### config.mk
export PLATFORM = sky130hd
export DESIGN_NAME = chunked_adder_seq
export DESIGN_NICKNAME = d
export VERILOG_FILES = /design/src/rtl/chunked_adder_seq.sv
export SDC_FILE = /design/constraint.sdc
export NUM_CORES = 1
export LEC_CHECK = 0
export CAP_MARGIN = 20
export CORE_UTILIZATION = 35
export CTS_BUF_LIST = sky130_fd_sc_hd__clkbuf_8
export DETAILED_ROUTE_END_ITERATION = 10
export MAX_ROUTING_LAYER = met4
export PLACE_DENSITY_LB_ADDON = 0.1
export SKIP_CTS_REPAIR_TIMING = 1
export SLEW_MARGIN = 15
export SYNTH_ARGS = -nofsm -noshare
export SYNTH_HDL_FRONTEND = slang
export SYNTH_SLANG_ARGS = --single-unit
### constraint.sdc
create_clock -name clk -period 9.1 [get_ports clk]
set_clock_uncertainty 0.1 [all_clocks]
set_input_delay 1.365 -clock clk [delete_from_list [all_inputs] [get_ports clk]]
set_output_delay 1.365 -clock clk [all_outputs]
set_load 0.02 [all_outputs]
### src/rtl/chunked_adder_seq.sv
// Multi-cycle adder/subtractor: adds WIDTH-bit operands CHUNK bits per clock,
// with the carry held in a register between chunks to keep the critical path short.
module chunked_adder_seq #(
    parameter int WIDTH = 16,
    parameter int CHUNK = 4
) (
    input  logic             clk,
    input  logic             rst,
    input  logic             start,
    input  logic             sub,
    input  logic [WIDTH-1:0] a,
    input  logic [WIDTH-1:0] b,
    input  logic             cin,
    output logic             busy,
    output logic             done,
    output logic [WIDTH-1:0] sum,
    output logic             cout,
    output logic             ovf
);

    localparam int N      = WIDTH / CHUNK;
    localparam int IDX_W  = (N > 1) ? $clog2(N) : 1;
    localparam int BASE_W = (WIDTH > 1) ? $clog2(WIDTH) : 1;
    localparam logic [IDX_W-1:0] LAST_IDX = IDX_W'(N - 1);

    typedef enum logic [1:0] {
        ST_IDLE = 2'd0,
        ST_RUN  = 2'd1,
        ST_DONE = 2'd2
    } state_t;

    // One chunk of the ripple: {carry_out, sum} of x + y + ci.
    function automatic logic [CHUNK:0] chunk_add(input logic [CHUNK-1:0] x,
                                                 input logic [CHUNK-1:0] y,
                                                 input logic             ci);
        chunk_add = {1'b0, x} + {1'b0, y} + {{CHUNK{1'b0}}, ci};
    endfunction

    // Carry into the MSB is recovered as x^y^s of the MSB bit, so no extra tap is needed.
    function automatic logic msb_ovf(input logic x_msb, input logic y_msb,
                                     input logic s_msb, input logic c_out);
        msb_ovf = (x_msb ^ y_msb ^ s_msb) ^ c_out;
    endfunction

    state_t             state_q,  state_d;
    logic [IDX_W-1:0]   idx_q,    idx_d;
    logic               carry_q,  carry_d;
    logic [WIDTH-1:0]   a_q,      a_d;
    logic [WIDTH-1:0]   b_q,      b_d;
    logic [WIDTH-1:0]   shadow_q, shadow_d;
    logic [WIDTH-1:0]   sum_q,    sum_d;
    logic               cout_q,   cout_d;
    logic               ovf_q,    ovf_d;
    logic               busy_q,   busy_d;
    logic               done_q,   done_d;

    logic [BASE_W-1:0]  base_s;
    logic [CHUNK:0]     chunk_s;

    // Next-state, operand capture and per-chunk arithmetic.
    always_comb begin
        state_d  = state_q;
        idx_d    = idx_q;
        carry_d  = carry_q;
        a_d      = a_q;
        b_d      = b_q;
        shadow_d = shadow_q;
        sum_d    = sum_q;
        cout_d   = cout_q;
        ovf_d    = ovf_q;
        busy_d   = busy_q;
        done_d   = 1'b0;

        base_s  = BASE_W'(idx_q) * BASE_W'(CHUNK);
        chunk_s = chunk_add(a_q[base_s +: CHUNK], b_q[base_s +: CHUNK], carry_q);

        case (state_q)
            ST_IDLE, ST_DONE: begin
                if (start) begin
                    a_d     = a;
                    b_d     = sub ? ~b : b;
                    carry_d = sub ? 1'b1 : cin;
                    idx_d   = {IDX_W{1'b0}};
                    busy_d  = 1'b1;
                    state_d = ST_RUN;
                end else begin
                    busy_d  = 1'b0;
                    state_d = ST_IDLE;
                end
            end
            ST_RUN: begin
                shadow_d[base_s +: CHUNK] = chunk_s[CHUNK-1:0];
                carry_d                   = chunk_s[CHUNK];
                if (idx_q == LAST_IDX) begin
                    sum_d   = shadow_d;
                    cout_d  = chunk_s[CHUNK];
                    ovf_d   = msb_ovf(a_q[WIDTH-1], b_q[WIDTH-1],
                                      chunk_s[CHUNK-1], chunk_s[CHUNK]);
                    busy_d  = 1'b0;
                    done_d  = 1'b1;
                    state_d = ST_DONE;
                end else begin
                    idx_d   = idx_q + IDX_W'(1);
                    state_d = ST_RUN;
                end
            end
            default: begin
                busy_d  = 1'b0;
                state_d = ST_IDLE;
            end
        endcase
    end

    // State and datapath registers; reset wins over start and aborts any run.
    always_ff @(posedge clk) begin
        if (rst) begin
            state_q  <= ST_IDLE;
            idx_q    <= {IDX_W{1'b0}};
            carry_q  <= 1'b0;
            a_q      <= {WIDTH{1'b0}};
            b_q      <= {WIDTH{1'b0}};
            shadow_q <= {WIDTH{1'b0}};
            sum_q    <= {WIDTH{1'b0}};
            cout_q   <= 1'b0;
            ovf_q    <= 1'b0;
            busy_q   <= 1'b0;
            done_q   <= 1'b0;
        end else begin
            state_q  <= state_d;
            idx_q    <= idx_d;
            carry_q  <= carry_d;
            a_q      <= a_d;
            b_q      <= b_d;
            shadow_q <= shadow_d;
            sum_q    <= sum_d;
            cout_q   <= cout_d;
            ovf_q    <= ovf_d;
            busy_q   <= busy_d;
            done_q   <= done_d;
        end
    end

    assign busy = busy_q;
    assign done = done_q;
    assign sum  = sum_q;
    assign cout = cout_q;
    assign ovf  = ovf_q;

endmodule

==> impl_metrics.json, run 1 <==
{
  "status": "finished, final reports clean",
  "io_buffers": 56,
  "synth_fp_nets": 413,
  "cts.clk_slew.worst_paths_ns": 0.07,
  "cp_max_fo": 14,
  "setup_viol": 0,
  "grt_usage_pct": 17.0,
  "finalWirelength_um": 7600,
  "slew_violations": 0,
  "overflow": 0,
  "synth_edf_count": 0,
  "grt_max_degree": 72,
  "cp-end-kind": "flop",
  "cp_cell_sequence": "mux4_2 > fa_1 > fa_1 > xor2_1 > and2_1 > a22oi_1 > nor2_1",
  "cts.path.max_buffers": 2,
  "cp.arrival_ns": 3.64,
  "dieArea_um2": 9940,
  "fin_cells": 541,
  "wl_per_cell_um": 14.1,
  "start_kind": "flop",
  "chipHeight_um": 99.7,
  "viasPerCell": 5.04,
  "vias": 2729,
  "clkPwrFrac_pct": 35.5,
  "hpwlAfterDp_um": 5130,
  "seqPwrFrac_pct": 48.5,
  "p_per_area_nw_per_um2": 170,
  "final_common_cell": "dfxtp_1",
  "final.setup.tns_ns": 0,
  "syn_inst": 365,
  "rsz0062_at_grt": "no",
  "hold_path_class": "flop to flop",
  "crit_slowest_cell": "dfxtp_1",
  "cts-root-buf": "clkbuf_8",
  "syn-cell-area_um2": 3340,
  "start_util_pct": 36.2,
  "crit_top_cell": "fa_1",
  "syn_avg_cell_area_um2": 9.16,
  "ant_nets": 0,
  "critical_path_class": "flop to flop",
  "tightest_slew_ns": 0.919,
  "drc_errors": 0,
  "grt_pass1_wl_um": 12800,
  "rows": 35,
  "synthFlopType": "dfxtp_1",
  "slew_headroom_pct": 38.5,
  "ios": 57,
  "cts_tree": "built",
  "grt_pass1_vias": 2573,
  "p_int_mw": 0.522,
  "ys_seq_area_share_pct": 43.7,
  "cts.sinks": 73,
  "slowest_delay_ns": 0.92,
  "pwr-share-comb_pct": 16.1,
  "yosysWarnings": 0,
  "peakVddDrop_mv": 0.0696,
  "ys_ff_latch": 73,
  "antenna_cells": 0,
  "async_flop_share_pct": 0,
  "drv_cap": 0,
  "hold_violations": 0,
  "grt_antenna_before_repair": 0,
  "ys_types": 41,
  "final_cell_mix": "73 x dfxtp_1, 55 x clkdlybuf4s50_1, 54 x nor2_1, 44 x nand2_1, 30 x a21oi_1",
  "switching_share_pct": 26.4,
  "post-place-cells": 525,
  "core_area_um2": 9240,
  "cts_htree_levels": 3,
  "worstPathRequired_ns": 9.27,
  "drive_above_1_share_pct": 8.01,
  "drtIter0Drc": 121,
  "cp_num_buf_inv": 0,
  "finalCritPeriodShare_pct": 38.1,
  "cts_buffers": 9,
  "gp_congestion": 0.788,
  "critPathTopFamily": "flip-flops",
  "clk_latency_ns": 0.34,
  "drtPass1Iterations": 4,
  "final_nets": 456,
  "syn_to_final_growth_pct": 24.5,
  "die_width_um": 99.7,
  "total_leakage_power_nw": 1.49,
  "period_needed_ns": 3.46,
  "fmax_ghz": 0.289,
  "power.switching_mw": 0.187
}
-- final cells by class --
type	count	area, um2
multi-input cells	257	1720
fillers	918	5080
well taps	129	161
inverters	8	30.0
clock buffers	11	151
repair buffers	59	598
flip-flops and latches	73	1460
clock inverters	4	43.8
-- cell usage after synthesis (all sizes together), types with 2 or more instances --
| master | number | area share (%) |
|---|---|---|
| clkbuf | 15 | 2.3 |
| ha | 9 | 3.4 |
| fa | 2 | 1.2 |
| a221oi | 12 | 3.1 |
| nand2 | 44 | 4.9 |
| and3 | 2 | 0.37 |
| xor2 | 2 | 0.52 |
| xnor2 | 16 | 4.2 |
| inv | 8 | 0.90 |
| a32oi | 9 | 2.4 |
| mux4 | 8 | 5.4 |
| and2 | 2 | 0.37 |
| buf | 12 | 2.0 |
| nor2 | 54 | 6.1 |
| a21o | 2 | 0.45 |
| nor2b | 2 | 0.37 |
| a21oi | 30 | 4.5 |
| nor3 | 17 | 3.2 |
| dfxtp | 73 | 44 |
| o21ai | 2 | 0.41 |
| a22oi | 4 | 0.90 |
| nand4 | 4 | 0.75 |
| nand3 | 7 | 1.0 |
| a211oi | 19 | 4.3 |
-- routing by layer --
metal | part of all wire (%) | vias up | global-route usage, %
met5 | 0 | - | -
met4 | 1.0 | 0 | 5.09
met3 | 4.2 | 8 | 3.58
met2 | 49 | 68 | 26.9
met1 | 46 | 1264 | 21.8
li1 | - | 1389 | -
-- power by group through the flow --
stage	Combinational, mW	Sequential, mW	Clock (mW)
final	0.114	0.344	0.252
after global routing	0.126	0.346	0.273
after CTS	0.113	0.344	0.261
after detailed placement	0.112	0.352	0
after global placement	0.111	0.352	0
after floorplan	0.0788	0.346	0
-- metrics by stage --
stage	total power [mW]	cell area [um2]	util, %	setup WS [ns]	hold slack [ns]
final	0.710	4160	45.0	5.64	0.354
after global routing	0.745	4160	45.0	5.40	0.379
after CTS	0.718	4130	44.7	5.56	0.358
after detailed placement	0.464	3940	42.6	5.60	0.347
after global placement	0.463	3940	42.6	5.62	0.340
after floorplan	0.425	3340	-	6.22	0.332
-- final timing paths --
kind,from,to,slack [ns],cells after the start
hold reg to reg,a_q[1],a_q[1],0.35,2
setup reg to reg,idx_q[0],shadow_q[2],5.64,7
hold / removal,a_q[1],a_q[1],0.35,2
setup / recovery,idx_q[0],shadow_q[2],5.64,7
-- worst reg2reg max path, delay by kind of cell, from the launching register on --
| family | cells | cell delay (ns) |
|---|---|---|
| flip-flops | 1 | 0.92 |
| multiplexers | 1 | 0.63 |
| AO/OA/AOI/OAI | 1 | 0.11 |
| XOR/XNOR | 1 | 0.39 |
| AND/OR/NAND/NOR | 2 | 0.38 |
| adder cells (fa/ha/maj) | 2 | 0.88 |
-- kinds of logic after synthesis --
family	count (synthesis)	share of synthesized area, %
compound gates	84	17.5
simple gates	136	18.9
fa+ha+maj	11	4.57
xor+xnor	18	4.72
buf+inv	35	5.17
mux	8	5.39
flops	73	43.7
-- flip-flops by register name (all words and copies together), names as in the netlist, 2 cells and up --
register  flops
idx_q         2
a_q          16
shadow_q     16
sum          16
b_q          16
state_q       2
No activity file was read; power rests on OpenSTA's default activity.
==> run 2, diff against run 1 <==
==> constraint.sdc (replaced) <==
create_clock -name clk -period 3.4 [get_ports clk]
set_clock_uncertainty 0.1 [all_clocks]
set_input_delay 0.51 -clock clk [delete_from_list [all_inputs] [get_ports clk]]
set_output_delay 0.51 -clock clk [all_outputs]
set_load 0.02 [all_outputs]
==> impl_metrics.json, run 2 (synthesis gave the netlist of run 1 again) <==
{
  "status": "finished, final reports clean",
  "finalCritPeriodShare_pct": 82.6,
  "drtPass1Iterations": 4,
  "gp_congestion": 0.870,
  "worstPathRequired_ns": 3.55,
  "final_cell_mix": "73 x dfxtp_1, 55 x clkdlybuf4s50_1, 54 x nor2_1, 44 x nand2_1, 30 x a21oi_1",
  "antenna_cells": 0,
  "overflow": 0,
  "clk_latency_ns": 0.35,
  "cts.sinks": 73,
  "cts_buffers": 9,
  "slew_headroom_pct": 39.1,
  "finalWirelength_um": 7790,
  "viasPerCell": 4.94,
  "drive_above_1_share_pct": 9.57,
  "tightest_slew_ns": 0.911,
  "wl_per_cell_um": 14.2,
  "drv_cap": 0,
  "vias": 2702,
  "hold_violations": 0,
  "setup_viol": 0,
  "grt_pass1_wl_um": 12900,
  "cts-root-buf": "clkbuf_8",
  "fmax_ghz": 0.356,
  "final_nets": 461,
  "core_area_um2": 9240,
  "cts_tree": "built",
  "slew_violations": 0,
  "period_needed_ns": 2.81,
  "ant_nets": 0,
  "cts.clk_slew.worst_paths_ns": 0.08,
  "peakVddDrop_mv": 0.175,
  "chipHeight_um": 99.7,
  "final_cell_area_um2": 4150,
  "cp.arrival_ns": 2.96,
  "start_util_pct": 36.2,
  "placed_cell_area_um2": 3980,
  "p_per_area_nw_per_um2": 439,
  "dieArea_um2": 9940,
  "final_common_cell": "dfxtp_1",
  "start_kind": "flop",
  "ios": 57,
  "rsz0062_at_grt": "no",
  "cts_htree_levels": 3,
  "cp-end-kind": "flop",
  "total_leakage_power_nw": 1.49,
  "hold_path_class": "flop to flop",
  "die_width_um": 99.7,
  "grt_antenna_before_repair": 0,
  "final.setup.tns_ns": 0,
  "io_buffers": 56,
  "critical_path_class": "flop to flop",
  "drtIter0Drc": 60,
  "grt_max_degree": 43,
  "grt_usage_pct": 17.3,
  "fill_cells": 932,
  "grt_pass1_vias": 2609,
  "rows": 35,
  "syn_to_final_growth_pct": 24.3,
  "hpwlAfterDp_um": 5560,
  "drc_errors": 0,
  "cp_max_fo": 4,
  "cts.path.max_buffers": 2
}
-- run 2: changes by cell type in the layout (fill, tap and decap cells not counted), sizes merged --
cell      delta
buf          +5
bufinv       -1
clkbuf       -2
clkinv       +3
clkinvlp     +1
-- run 2: report_power, final --
part	internal, mW	switching (mW)
registers	0.891	0.0233
logic	0.139	0.173
clock network	0.263	0.336
-- run 2: path summary, 6_finish.rpt --
kind	from	to	slack, ns	depth (start not counted)
min	a_q[12]	a_q[12]	0.36	2
min reg2reg	a_q[12]	a_q[12]	0.36	2
max	idx_q[0]	ovf	0.59	7
max reg2reg	idx_q[0]	ovf	0.59	7
-- run 2: cell type report --
cell class,count,area [um2],area share [%]
multi-input cells,257,1720,41.3
flip-flops and latches,73,1460,35.2
clock inverters,7,45.0,1.08
inverters,8,30.0,0.723
clock buffers,9,124,2.98
repair buffers,64,616,14.8
well taps,129,161,3.89
-- run 2: per-stage QoR --
stage	hold WS, ns	util [%]	cells	setup WS (ns)	power [mW]
after floorplan	0.332	-	365	0.524	1.14
after global placement	0.342	43.1	531	0.670	1.25
after detailed placement	0.349	43.1	531	0.589	1.25
after CTS	0.360	44.9	547	0.580	1.85
after global routing	0.371	44.9	547	0.434	1.91
final	0.357	44.9	547	0.590	1.83
-- run 2: worst max-delay path, cell delays in order, from the launching register on --
cell	delay, ns
dfxtp_1	0.44
mux4_2	0.55
fa_1	0.46
fa_1	0.41
nand3_1	0.16
nand3_1	0.11
a211o_1	0.27
a31o_1	0.21
-- run 2: layer usage --
layer | vias to the layer above | global-route usage (%) | routed length (um)
li1 | 1394 | - | -
met1 | 1245 | 20.0 | 3590
met2 | 55 | 29.0 | 3840
met3 | 8 | 4.85 | 285
met4 | 0 | 5.54 | 71
met5 | - | - | 0
